--- src/rtl/hazard_pkg.sv ---
// Shared types and defaults for the Decode->Execute hazard controller.
package hazard_pkg;

    localparam int unsigned NUM_REGS_DEF   = 16;
    localparam int unsigned PEND_W_DEF     = 2;
    localparam int unsigned BR_TIMEOUT_DEF = 15;

    typedef enum logic [1:0] {
        ST_IDLE    = 2'd0,
        ST_BR_PEND = 2'd1,
        ST_FLUSH   = 2'd2
    } br_state_e;

    // Timeout counter must be able to hold the value BR_TIMEOUT itself.
    function automatic int unsigned to_width(input int unsigned limit);
        return (limit < 1) ? 1 : $clog2(limit + 1);
    endfunction

endpackage

--- src/rtl/hazard_pend_counter.sv ---
// Saturating up/down counter of in-flight writes to one register; updates on negedge.
module hazard_pend_counter
    import hazard_pkg::*;
#(
    parameter int unsigned W = PEND_W_DEF
) (
    input  logic         i_clk,
    input  logic         i_rst_n,
    input  logic         i_inc,
    input  logic         i_dec,
    output logic [W-1:0] o_cnt,
    output logic         o_busy,
    output logic         o_full
);

    logic [W-1:0] r_cnt;
    logic [W-1:0] w_cnt_nxt;

    assign o_cnt  = r_cnt;
    assign o_busy = |r_cnt;
    assign o_full = &r_cnt;

    // Simultaneous inc/dec cancel; never wrap in either direction.
    always_comb begin
        w_cnt_nxt = r_cnt;
        if (i_inc && !i_dec && !o_full) begin
            w_cnt_nxt = r_cnt + W'(1);
        end else if (i_dec && !i_inc && o_busy) begin
            w_cnt_nxt = r_cnt - W'(1);
        end
    end

    always_ff @(negedge i_clk or negedge i_rst_n) begin
        if (!i_rst_n) begin
            r_cnt <= '0;
        end else begin
            r_cnt <= w_cnt_nxt;
        end
    end

endmodule

--- src/rtl/hazard_ctrl.sv ---
// Issue hazard controller: register scoreboard plus branch hold/flush FSM.
// HAZARD_BR_PREDICT_EN: predict not-taken, so Fetch is not held while a branch is pending.
module hazard_ctrl
    import hazard_pkg::*;
#(
    parameter int unsigned NUM_REGS   = NUM_REGS_DEF,
    parameter int unsigned PEND_W     = PEND_W_DEF,
    parameter int unsigned BR_TIMEOUT = BR_TIMEOUT_DEF
) (
    input  logic                        I_CLOCK,
    input  logic                        I_RESET_N,
    input  logic                        I_IssueValid,
    input  logic [$clog2(NUM_REGS)-1:0] I_IssueSrc1Idx,
    input  logic [$clog2(NUM_REGS)-1:0] I_IssueSrc2Idx,
    input  logic                        I_IssueSrc1Used,
    input  logic                        I_IssueSrc2Used,
    input  logic [$clog2(NUM_REGS)-1:0] I_IssueDestIdx,
    input  logic                        I_IssueDestWr,
    input  logic                        I_IssueIsBranch,
    input  logic                        I_WBValid,
    input  logic [$clog2(NUM_REGS)-1:0] I_WBDestIdx,
    input  logic                        I_BrResolve,
    input  logic                        I_BrTaken,
    output logic                        O_IssueGrant,
    output logic                        O_DepStall,
    output logic                        O_FetchStall,
    output logic                        O_Flush,
    output logic [NUM_REGS-1:0]         O_Busy,
    output logic                        O_BrTimeout
);

    localparam int unsigned     IDX_W  = $clog2(NUM_REGS);
    localparam int unsigned     TO_W   = to_width(BR_TIMEOUT);
    localparam logic [TO_W-1:0] TO_MAX = TO_W'(BR_TIMEOUT);

    br_state_e           r_state;
    br_state_e           w_state_nxt;
    logic [TO_W-1:0]     r_to_cnt;
    logic [TO_W-1:0]     w_to_cnt_nxt;
    logic [TO_W-1:0]     w_to_inc;
    logic                r_timeout;
    logic                w_timeout_nxt;

    logic [NUM_REGS-1:0] w_inc;
    logic [NUM_REGS-1:0] w_dec;
    logic [NUM_REGS-1:0] w_full;
    logic [PEND_W-1:0]   w_cnt [NUM_REGS];

    logic                w_src1_haz;
    logic                w_src2_haz;
    logic                w_dest_haz;
    logic                w_hazard;
    logic                w_idle;

    for (genvar g = 0; g < NUM_REGS; g++) begin : g_pend
        assign w_inc[g] = O_IssueGrant && I_IssueDestWr && (I_IssueDestIdx == IDX_W'(g));
        assign w_dec[g] = I_WBValid && (I_WBDestIdx == IDX_W'(g));

        hazard_pend_counter #(.W(PEND_W)) u_cnt (
            .i_clk   (I_CLOCK),
            .i_rst_n (I_RESET_N),
            .i_inc   (w_inc[g]),
            .i_dec   (w_dec[g]),
            .o_cnt   (w_cnt[g]),
            .o_busy  (O_Busy[g]),
            .o_full  (w_full[g])
        );
    end

    // A source whose last pending write retires this cycle is read write-first.
    always_comb begin
        w_src1_haz = I_IssueSrc1Used && O_Busy[I_IssueSrc1Idx]
                     && !((w_cnt[I_IssueSrc1Idx] == PEND_W'(1)) && I_WBValid
                          && (I_WBDestIdx == I_IssueSrc1Idx));
        w_src2_haz = I_IssueSrc2Used && O_Busy[I_IssueSrc2Idx]
                     && !((w_cnt[I_IssueSrc2Idx] == PEND_W'(1)) && I_WBValid
                          && (I_WBDestIdx == I_IssueSrc2Idx));
        w_dest_haz = I_IssueDestWr && w_full[I_IssueDestIdx];
        w_hazard   = w_src1_haz || w_src2_haz || w_dest_haz;
    end

    assign w_idle       = I_RESET_N && (r_state == ST_IDLE);
    assign O_IssueGrant = I_IssueValid && !w_hazard && w_idle;
    assign O_DepStall   = I_IssueValid && w_hazard && w_idle;
    assign O_Flush      = (r_state == ST_FLUSH);
    assign O_BrTimeout  = r_timeout;

`ifdef HAZARD_BR_PREDICT_EN
    assign O_FetchStall = O_DepStall;
`else
    assign O_FetchStall = O_DepStall || (r_state == ST_BR_PEND);
`endif

    assign w_to_inc = r_to_cnt + TO_W'(1);

    // Branch FSM next-state; the timeout counter saturates at BR_TIMEOUT.
    always_comb begin
        w_state_nxt   = r_state;
        w_to_cnt_nxt  = r_to_cnt;
        w_timeout_nxt = r_timeout;
        case (r_state)
            ST_IDLE: begin
                if (O_IssueGrant && I_IssueIsBranch) begin
                    w_state_nxt  = ST_BR_PEND;
                    w_to_cnt_nxt = '0;
                end
            end
            ST_BR_PEND: begin
                if (I_BrResolve) begin
                    w_state_nxt = I_BrTaken ? ST_FLUSH : ST_IDLE;
                end else if (r_to_cnt != TO_MAX) begin
                    w_to_cnt_nxt = w_to_inc;
                    if (w_to_inc == TO_MAX) begin
                        w_timeout_nxt = 1'b1;
                    end
                end
            end
            ST_FLUSH: begin
                w_state_nxt = ST_IDLE;
            end
            default: begin
                w_state_nxt = ST_IDLE;
            end
        endcase
    end

    always_ff @(negedge I_CLOCK or negedge I_RESET_N) begin
        if (!I_RESET_N) begin
            r_state   <= ST_IDLE;
            r_to_cnt  <= '0;
            r_timeout <= 1'b0;
        end else begin
            r_state   <= w_state_nxt;
            r_to_cnt  <= w_to_cnt_nxt;
            r_timeout <= w_timeout_nxt;
        end
    end

endmodule

--- config.mk ---
export PLATFORM = sky130hd
export DESIGN_NAME = hazard_ctrl
export DESIGN_NICKNAME = d
export VERILOG_FILES = /design/src/rtl/hazard_pkg.sv /design/src/rtl/hazard_pend_counter.sv /design/src/rtl/hazard_ctrl.sv
export SDC_FILE = /design/constraint.sdc
export NUM_CORES = 1
export LEC_CHECK = 0
export BUFFER_PORTS_ARGS = -buffer_cell sky130_fd_sc_hd__buf_2
export CAP_MARGIN = 20
export CORE_AREA = 2 2 90 92
export CTS_BUF_LIST = sky130_fd_sc_hd__clkbuf_8
export CTS_CLUSTER_SIZE = 14
export DETAILED_ROUTE_END_ITERATION = 6
export DIE_AREA = 0 0 92 94
export PLACE_DENSITY = 0.69
export RECOVER_POWER = 50
export REMOVE_ABC_BUFFERS = 1
export SYNTH_ARGS = -nofsm -noshare
export SYNTH_HDL_FRONTEND = slang
export SYNTH_SLANG_ARGS = --single-unit
--- constraint.sdc ---
create_clock -name I_CLOCK -period 8.1 [get_ports I_CLOCK]
set_input_delay 0.81 -clock I_CLOCK [delete_from_list [all_inputs] [get_ports I_CLOCK]]
set_output_delay 0.81 -clock I_CLOCK [all_outputs]
set_load 0.05 [all_outputs]
======== Yosys cells after proc, flatten, opt, wreduce, memory -nomap -nowiden ========
Index checks and enable logic that the tools add are counted.
operators by class
  add/sub/neg operators ................... 33
  magnitude comparators ................... 5
  eq/ne operators ......................... 42
  mux-type cells .......................... 52
  bitwise operators ....................... 3
  reductions and logical operators ........ 221
operator list
  cell                                                                    number
  1-bit logical AND                                                       112
  2-bit two-way mux                                                       39
  4-bit equality test (second input constant)                             17
  1-bit zero test                                                         51
  2-bit AND reduction                                                     17
  2-bit nonzero test                                                      17
  2-bit by 1-bit adder with 2-bit output (second input constant)          16
  4-bit by 3-bit equality test with 1-bit output (second input constant)  8
  2-bit OR reduction                                                      16
  2-bit by 1-bit subtractor with 2-bit output (second input constant)     16
  2-bit binary-select mux with 4-bit select                               2
  4-bit by 2-bit equality test with 1-bit output (second input constant)  4
  4-bit by 5-bit < comparator with 1-bit output (second input constant)   3
  1-bit binary-select mux with 4-bit select                               3
  4-bit two-way mux                                                       3
  5-bit greater-or-equal comparator (second input constant)               2
  4-bit inverter with 5-bit output                                        2
  4-bit by 1-bit equality test with 1-bit output (second input constant)  2
  4-bit equality test                                                     2
  4-bit zero test                                                         2
  4-bit case mux with 2 select lines                                      1
  4-bit AND reduction                                                     2
  2-bit by 1-bit equality test with 1-bit output (second input constant)  3
  4-bit by 1-bit adder with 4-bit output (second input constant)          1
  9 further kinds                                                         15
word-level totals
  register bits after elaboration ......... 39
  word-level logic and storage cells ...... 375

======== Logic depth before layout (Yosys ltp) ========
Gate-level depths: netlist of the first run.
  depth after elaboration ................. 21
  gate-level depth with buffers ........... 11

======== Cells and area by module ========
Synthesis of the first run repeated with hierarchy kept, for this count alone.
second synthesis, totals
  cells, all modules ...................... 437
  area, all modules ....................... 3,812.4 um^2
by module, submodules not included
  module               times used  cells each  area an instance (um^2)  sequential area each (um^2)
  hazard_pend_counter  16          14          127.6                    50.0
  hazard_ctrl          1           213         1,770.4                  175.2

==> results.yml, run 1 <==
run_status:
  status: "complete, but fails checks"
  violations: "DRC, capacitance limit, slew limit"
timing:
  setup_viol: 0
  relSlewSlack_pct: -48.16
  tightest_slew_ns: 2.222
  maxSlewViolCount: 40
  hold_violations: 0
  finalWorstSetupSlack_ns: 0.2094
  clock_skew_ns: 0.004325
  rsz0062_at_grt: "false"
  setup_tns_ns: 0
route:
  drtIter0Drc: 227
  vias: 3502
  dr.max_layer_used: "met4"
  drtAntennaViolNets: 0
  wl_per_cell_um: 18.35
  first_pass_iters: 7
  dr_wl_met3_um: 719
  vias_per_cell: 6.321
  wl_um: 10170
  met1_length_um: 4393
  wl_met2_um: 4869
  drcViolationCount: 2
setup_path:
  crit_path_end_kind: "output pin"
  required_ns: 7.29
  worst-r2r-cell-count: 8
  path_max_fanout: 18
  cp-start-kind: "register"
  cp.arrival_ns: 7.08
  critPathKind: "register to output pin"
logic_synthesis:
  netlist_area_sq_um: 3742
  avgSynthCellArea_sq_um: 8.683
  synth_edf_count: 0
  synth.distinct_cells: 62
  ys_ff_latch: 39
  synth_ff_type: "dfrtn_1"
  yosysSeqAreaShare_pct: 26.08
  netlist_instances: 431
  ys.warnings.count: 0
  synthArstFlopShare_pct: 100.0
die:
  die_x_um: 92
  initial_core_util_pct: 49.19
  rows: 32
  die_y_um: 94
  io-pin-count: 47
  core_area_sq_um: 7607
  die_area_sq_um: 8648
run:
  drv_cap: 1
power:
  power_density_nw_per_um2: 179.5
  leakage_uw: 0.001813
  max-vdd-ir-drop_v: 0.0001034
global_routing:
  grt_max_degree: 40
  overflow: 0
  antenna_found_initial: 0
  grt_pass1_vias: 3246
  grt_pass1_wl_um: 16310
  grt_use_total_pct: 24.06
cts:
  path_clk_slew_ns: 0.06
  insertion_delay_ns: 0.30
  cts_max_path_buffers: 2
  cts_tree: "yes"
  h-tree-depth: 2
  cts_sinks: 39
  post_cts_resized: 0
  ctsRootBufferMaster: "clkbuf_8"
  cts-hold-fix-buffers: 0
  cts_setup_buffers: 0
  cts_made_buffers: 5
finish:
  syn_to_final_growth_pct: 7.991
  drive_gt1_share_pct: 19.91
  diodes: 0
  final_cell_mix: "39 x dfrtn_1, 36 x buf_2, 27 x nor2_1, 24 x nand2b_1, 23 x inv_1"
  layout.nets: 479
  layout_commonest_cell: "dfrtn_1"
placement:
  hpwl_um: 7840
  io_buffers: 46
  routabilityCongestion: 0.9983
  pre_cts_slack_ns: 0.3963
hold_path:
  hold_path_class: "register to register"
  whs_path_depth: 1
[metal layers]
metal  vias to the layer above  track usage [%]
met5                         -                0
met4                         0            7.214
met3                        15            4.013
met2                       154            40.13
met1                      1712            32.25
li1                       1621                -
[synth_stat cells, drive strengths merged, types with 10 or more instances]
cell type  number  area share (%)
a2bb2oi        10             2.3
nand2b         24             4.0
or2            14             2.3
nor2           27             2.7
inv            26             2.6
a21oi          17             2.3
nand3          21             2.9
clkbuf         10             1.0
nand2          20             2.0
buf            27             4.6
o22a           11             2.6
dfrtn          39              26
nor3           15             2.9
mux4           14             8.4
nor4           10             1.7
xnor2          17             4.0
[registers in the layout, indices dropped and copies added, names as in the netlist]
register / count
g_pend.u_cnt.o_cnt: 32
O_BrTimeout: 1
r_state: 2
r_to_cnt: 4
[critical path, cell delays in order (launching register included)]
cell,delay [ns]
dfrtn_1,0.51
nor2_1,0.15
a211oi_1,0.30
o21ai_0,0.11
a311oi_1,0.37
and2_1,0.68
o21a_1,0.24
nand2b_1,0.10
buf_2,0.26
[metrics by stage]
stage / util, % / std cells / power (uW) / hold WS [ns] / instance area [sq um]
4_1_cts: 53.34 / 554 / 726.3 / 0.4194 / 4058
5_1_grt: 53.13 / 554 / 757.3 / 0.4318 / 4041
2_1_floorplan: - / 394 / 449.7 / 0.4196 / 3531
6_report: 53.13 / 554 / 725.5 / 0.4179 / 4041
3_3_place_gp: 51.60 / 546 / 526.4 / 0.4143 / 3925
3_5_place_dp: 51.60 / 546 / 532.4 / 0.4172 / 3925
[report_power, final]
group	switching, uW	leakage (uW)	internal (uW)	total [uW]
logic	173	0.00122	98.1	271
registers	39.2	0.000528	220	259
clock network	73.2	0.0000695	122	195
[layout make-up]
class                      instances  area, sq um
multi-input combinational        329         2464
clock buffer                       5        68.82
timing repair buffer              50        244.0
tap                              102        127.6
sequential                        39        975.9
clock inverter                     3        63.81
fill                             754         3566
inverter                          26        97.59
[final timing paths]
check	startpoint	endpoint	slack, ns
max	g_pend[11].u_cnt.o_cnt[0]$_DFFE_NN0P_	O_FetchStall	0.21
min	O_BrTimeout$_DFFE_NN0P_	O_BrTimeout$_DFFE_NN0P_	0.42
max reg2reg	g_pend[5].u_cnt.o_cnt[0]$_DFFE_NN0P_	g_pend[1].u_cnt.o_cnt[1]$_DFFE_NN0P_	4.90
min reg2reg	O_BrTimeout$_DFFE_NN0P_	O_BrTimeout$_DFFE_NN0P_	0.42
max in group asynchronous	I_RESET_N	g_pend[5].u_cnt.o_cnt[0]$_DFFE_NN0P_	1.57
min in group asynchronous	I_RESET_N	g_pend[9].u_cnt.o_cnt[0]$_DFFE_NN0P_	5.25
[logic make-up after synthesis]
logic type	synth area share, %
adder cells (fa/ha/maj)	0.6686
AND/OR/NAND/NOR	27.62
buffers and inverters	8.258
flip-flops	26.08
AO/OA/AOI/OAI	19.63
XOR/XNOR	5.617
multiplexers	12.14
No activity file was read; power rests on OpenSTA's default activity.
==> run 2: changes to the inputs <==
--- a/config.mk
+++ b/config.mk
@@ -7,14 +7,16 @@
 export LEC_CHECK = 0
 export BUFFER_PORTS_ARGS = -buffer_cell sky130_fd_sc_hd__buf_2
 export CAP_MARGIN = 20
-export CORE_AREA = 2 2 90 92
+export CORE_AREA = 2 2 91 93
 export CTS_BUF_LIST = sky130_fd_sc_hd__clkbuf_8
 export CTS_CLUSTER_SIZE = 14
 export DETAILED_ROUTE_END_ITERATION = 6
-export DIE_AREA = 0 0 92 94
+export DIE_AREA = 0 0 93 95
 export PLACE_DENSITY = 0.69
 export RECOVER_POWER = 50
 export REMOVE_ABC_BUFFERS = 1
+export SLEW_MARGIN = 30
 export SYNTH_ARGS = -nofsm -noshare
 export SYNTH_HDL_FRONTEND = slang
+export SYNTH_HIERARCHICAL = 1
 export SYNTH_SLANG_ARGS = --single-unit
==> run 2 against run 1 <==
Net effect: core utilization down 0.17 points; critical path type unchanged; sequential power about the same; the run ends with capacitance limit, slew limit left; design area up 3.9%.
==> results.yml, run 2 <==
placement:
  routabilityCongestion: 0.9351
  place_area_sq_um: 4096
  io_buffers: 46
  hpwl_um: 7398
cts:
  cts_tree: "yes"
  ctsRootBufferMaster: "clkbuf_8"
  cts_max_path_buffers: 2
  h-tree-depth: 2
  path_clk_slew_ns: 0.06
  insertion_delay_ns: 0.31
  cts-hold-fix-buffers: 0
  cts_sinks: 39
  post_cts_resized: 0
  cts_made_buffers: 5
  cts_setup_buffers: 0
hold_path:
  whs_path_depth: 1
  hold_end: "O_BrTimeout$_DFFE_NN0P_"
  hold_start: "O_BrTimeout$_DFFE_NN0P_"
  hold_path_class: "register to register"
logic_synthesis:
  netlist_instances: 437
  avgSynthCellArea_sq_um: 8.724
  synth_top_area_share_pct: 25.60
  netlist_area_sq_um: 3812
  ys_ff_latch: 39
  synthArstFlopShare_pct: 100.0
  ys_top_cells_by_area: "dfrtn_1 26%, mux4_2 8.9%, nand2b_1 6.7%"
  synth_common_cells: "57 x nor2_1, 41 x nand2b_1, 39 x dfrtn_1, 24 x and3b_1, 22 x nor2b_1"
  synth_edf_count: 0
  synth.distinct_cells: 55
  yosysMostFrequentCell: "nor2_1"
  ys.warnings.count: 6
  yosysSeqAreaShare_pct: 25.60
  synth_ff_type: "dfrtn_1"
  yosys.area.top_type: "dfrtn_1"
power:
  switchingPower_uw: 280.9
  intPower_uw: 422.5
  leakage_uw: 0.001808
  seqPwrFrac_pct: 36.5
  switching_share_pct: 39.93
  share_comb_of_total_power_pct: 38.2
  power_density_nw_per_um2: 167.6
  max-vdd-ir-drop_v: 0.00007766
  finalPower_uw: 703.4
  pwr-share-clk_pct: 25.3
setup_path:
  r2r-end: "g_pend[6].u_cnt/o_cnt[0]$_DFFE_NN0P_"
  r2r_start: "g_pend[14].u_cnt/o_cnt[0]$_DFFE_NN0P_"
  path_max_fanout: 18
  crit_path_end_kind: "output pin"
  required_ns: 7.29
  cp-start-kind: "register"
  worst-r2r-cell-count: 12
  critPathKind: "register to output pin"
  r2r_slack_ns: 4.84
  cp.arrival_ns: 7.15
die:
  die_y_um: 95
  initial_core_util_pct: 48.09
  core_area_sq_um: 7928
  die_x_um: 93
  die_area_sq_um: 8835
  rows: 33
  io-pin-count: 47
timing:
  tightest_slew_ns: 2.204
  setup_tns_ns: 0
  hold_violations: 0
  setup_viol: 0
  rsz0062_at_grt: "false"
  relSlewSlack_pct: -46.92
  clock_skew_ns: 0.006328
  maxSlewViolCount: 40
route:
  drcViolationCount: 0
  wl_um: 9861
  vias_per_cell: 5.878
  wl_per_cell_um: 16.91
  drtIter0Drc: 199
  drtAntennaViolNets: 0
  first_pass_iters: 5
  vias: 3427
global_routing:
  grt_pass1_vias: 3301
  gr-usage-met3_pct: 2.953
  grt_max_degree: 40
  overflow: 0
  grt_pass1_wl_um: 16050
  grt.busiest_layer: "met2"
  use_met2_pct: 40.76
  use_met1_pct: 30.51
  antenna_found_initial: 0
  grt_use_total_pct: 23.35
finish:
  drive_gt1_share_pct: 29.08
  largest_register_ffs: 32
  syn_to_final_growth_pct: 10.11
  post-route-cell-area_sq_um: 4198
  final_cell_mix: "57 x nor2_1, 41 x nand2b_1, 39 x dfrtn_1, 36 x buf_2, 24 x and3b_1"
  diodes: 0
  layout.nets: 505
  fillers: 756
  layout_commonest_cell: "nor2_1"
run_status:
  violations: "capacitance limit, slew limit"
  status: "complete, but fails checks"
run:
  drv_cap: 1
-- run 2: layout make-up --
class | instances | area (sq um) | area share (%)
Clock inverter | 2 | 35.03 | 0.8346
Sequential cell | 39 | 975.9 | 23.25
Timing Repair Buffer | 51 | 251.5 | 5.991
Inverter | 8 | 30.03 | 0.7153
Multi-Input combinational cell | 372 | 2691 | 64.11
Clock buffer | 6 | 82.58 | 1.967
Tap cell | 105 | 131.4 | 3.130
-- run 2: power groups by stage --
stage	sequential (uW)	combinational [uW]	clock, uW
floorplan	250	202	0
global placement	258	267	0
detailed placement	260	270	0
CTS	256	271	183
global route	261	289	189
finish	257	268	178
-- run 2: worst max path at each step --
| stage | start | endpoint | slack (ns) |
|---|---|---|---|
| 3_3_place_gp | I_IssueSrc2Idx[1] | g_pend[15].u_cnt/o_cnt[0]$_DFFE_NN0P_ | 0.51 |
| 3_5_place_dp | I_IssueSrc2Idx[1] | g_pend[8].u_cnt/o_cnt[0]$_DFFE_NN0P_ | 0.42 |
| 5_1_grt | g_pend[7].u_cnt/o_cnt[0]$_DFFE_NN0P_ | O_IssueGrant | 0.05 |
| 6_report | g_pend[14].u_cnt/o_cnt[0]$_DFFE_NN0P_ | O_IssueGrant | 0.14 |
| 2_1_floorplan | g_pend[4].u_cnt/o_cnt[0]$_DFFE_NN0P_ | O_FetchStall | 0.33 |
| 4_1_cts | g_pend[14].u_cnt/o_cnt[0]$_DFFE_NN0P_ | O_IssueGrant | 0.17 |
-- run 2: layer usage --
| metal | up-vias | wire (um) |
|---|---|---|
| li1 | 1647 | - |
| met4 | 0 | 136 |
| met2 | 101 | 4945 |
| met1 | 1665 | 4368 |
| met5 | - | 0 |
| met3 | 14 | 410 |
-- run 2: kinds of logic after synthesis --
family / after synthesis / share of synthesized area (%)
AOI/OAI and AO/OA: 77 / 13.75
and+or+nand+nor: 262 / 43.32
muxes: 22 / 10.80
DFF: 39 / 25.60
xor gates and xnor gates: 9 / 2.067
adders and majority gates: 2 / 0.6563
buffers and inverters: 26 / 3.807
-- run 2: critical path: stages (launching register included) --
cell	delay (ns)
dfrtn_1	0.43
or2_2	0.36
mux4_2	0.48
mux2_2	0.28
a22oi_1	0.25
nor3_2	0.08
a211oi_2	0.24
and2_1	0.15
buf_4	0.22
buf_2	0.30
-- run 2: through the flow --
step,cells,setup WS (ns),utilization (%),hold WS (ns)
6_report,583,0.1387,52.95,0.4225
4_1_cts,583,0.1740,53.16,0.4227
2_1_floorplan,419,0.3262,-,0.4199
5_1_grt,583,0.05369,52.95,0.4628
3_3_place_gp,575,0.5053,51.67,0.4082
3_5_place_dp,575,0.4205,51.67,0.4150
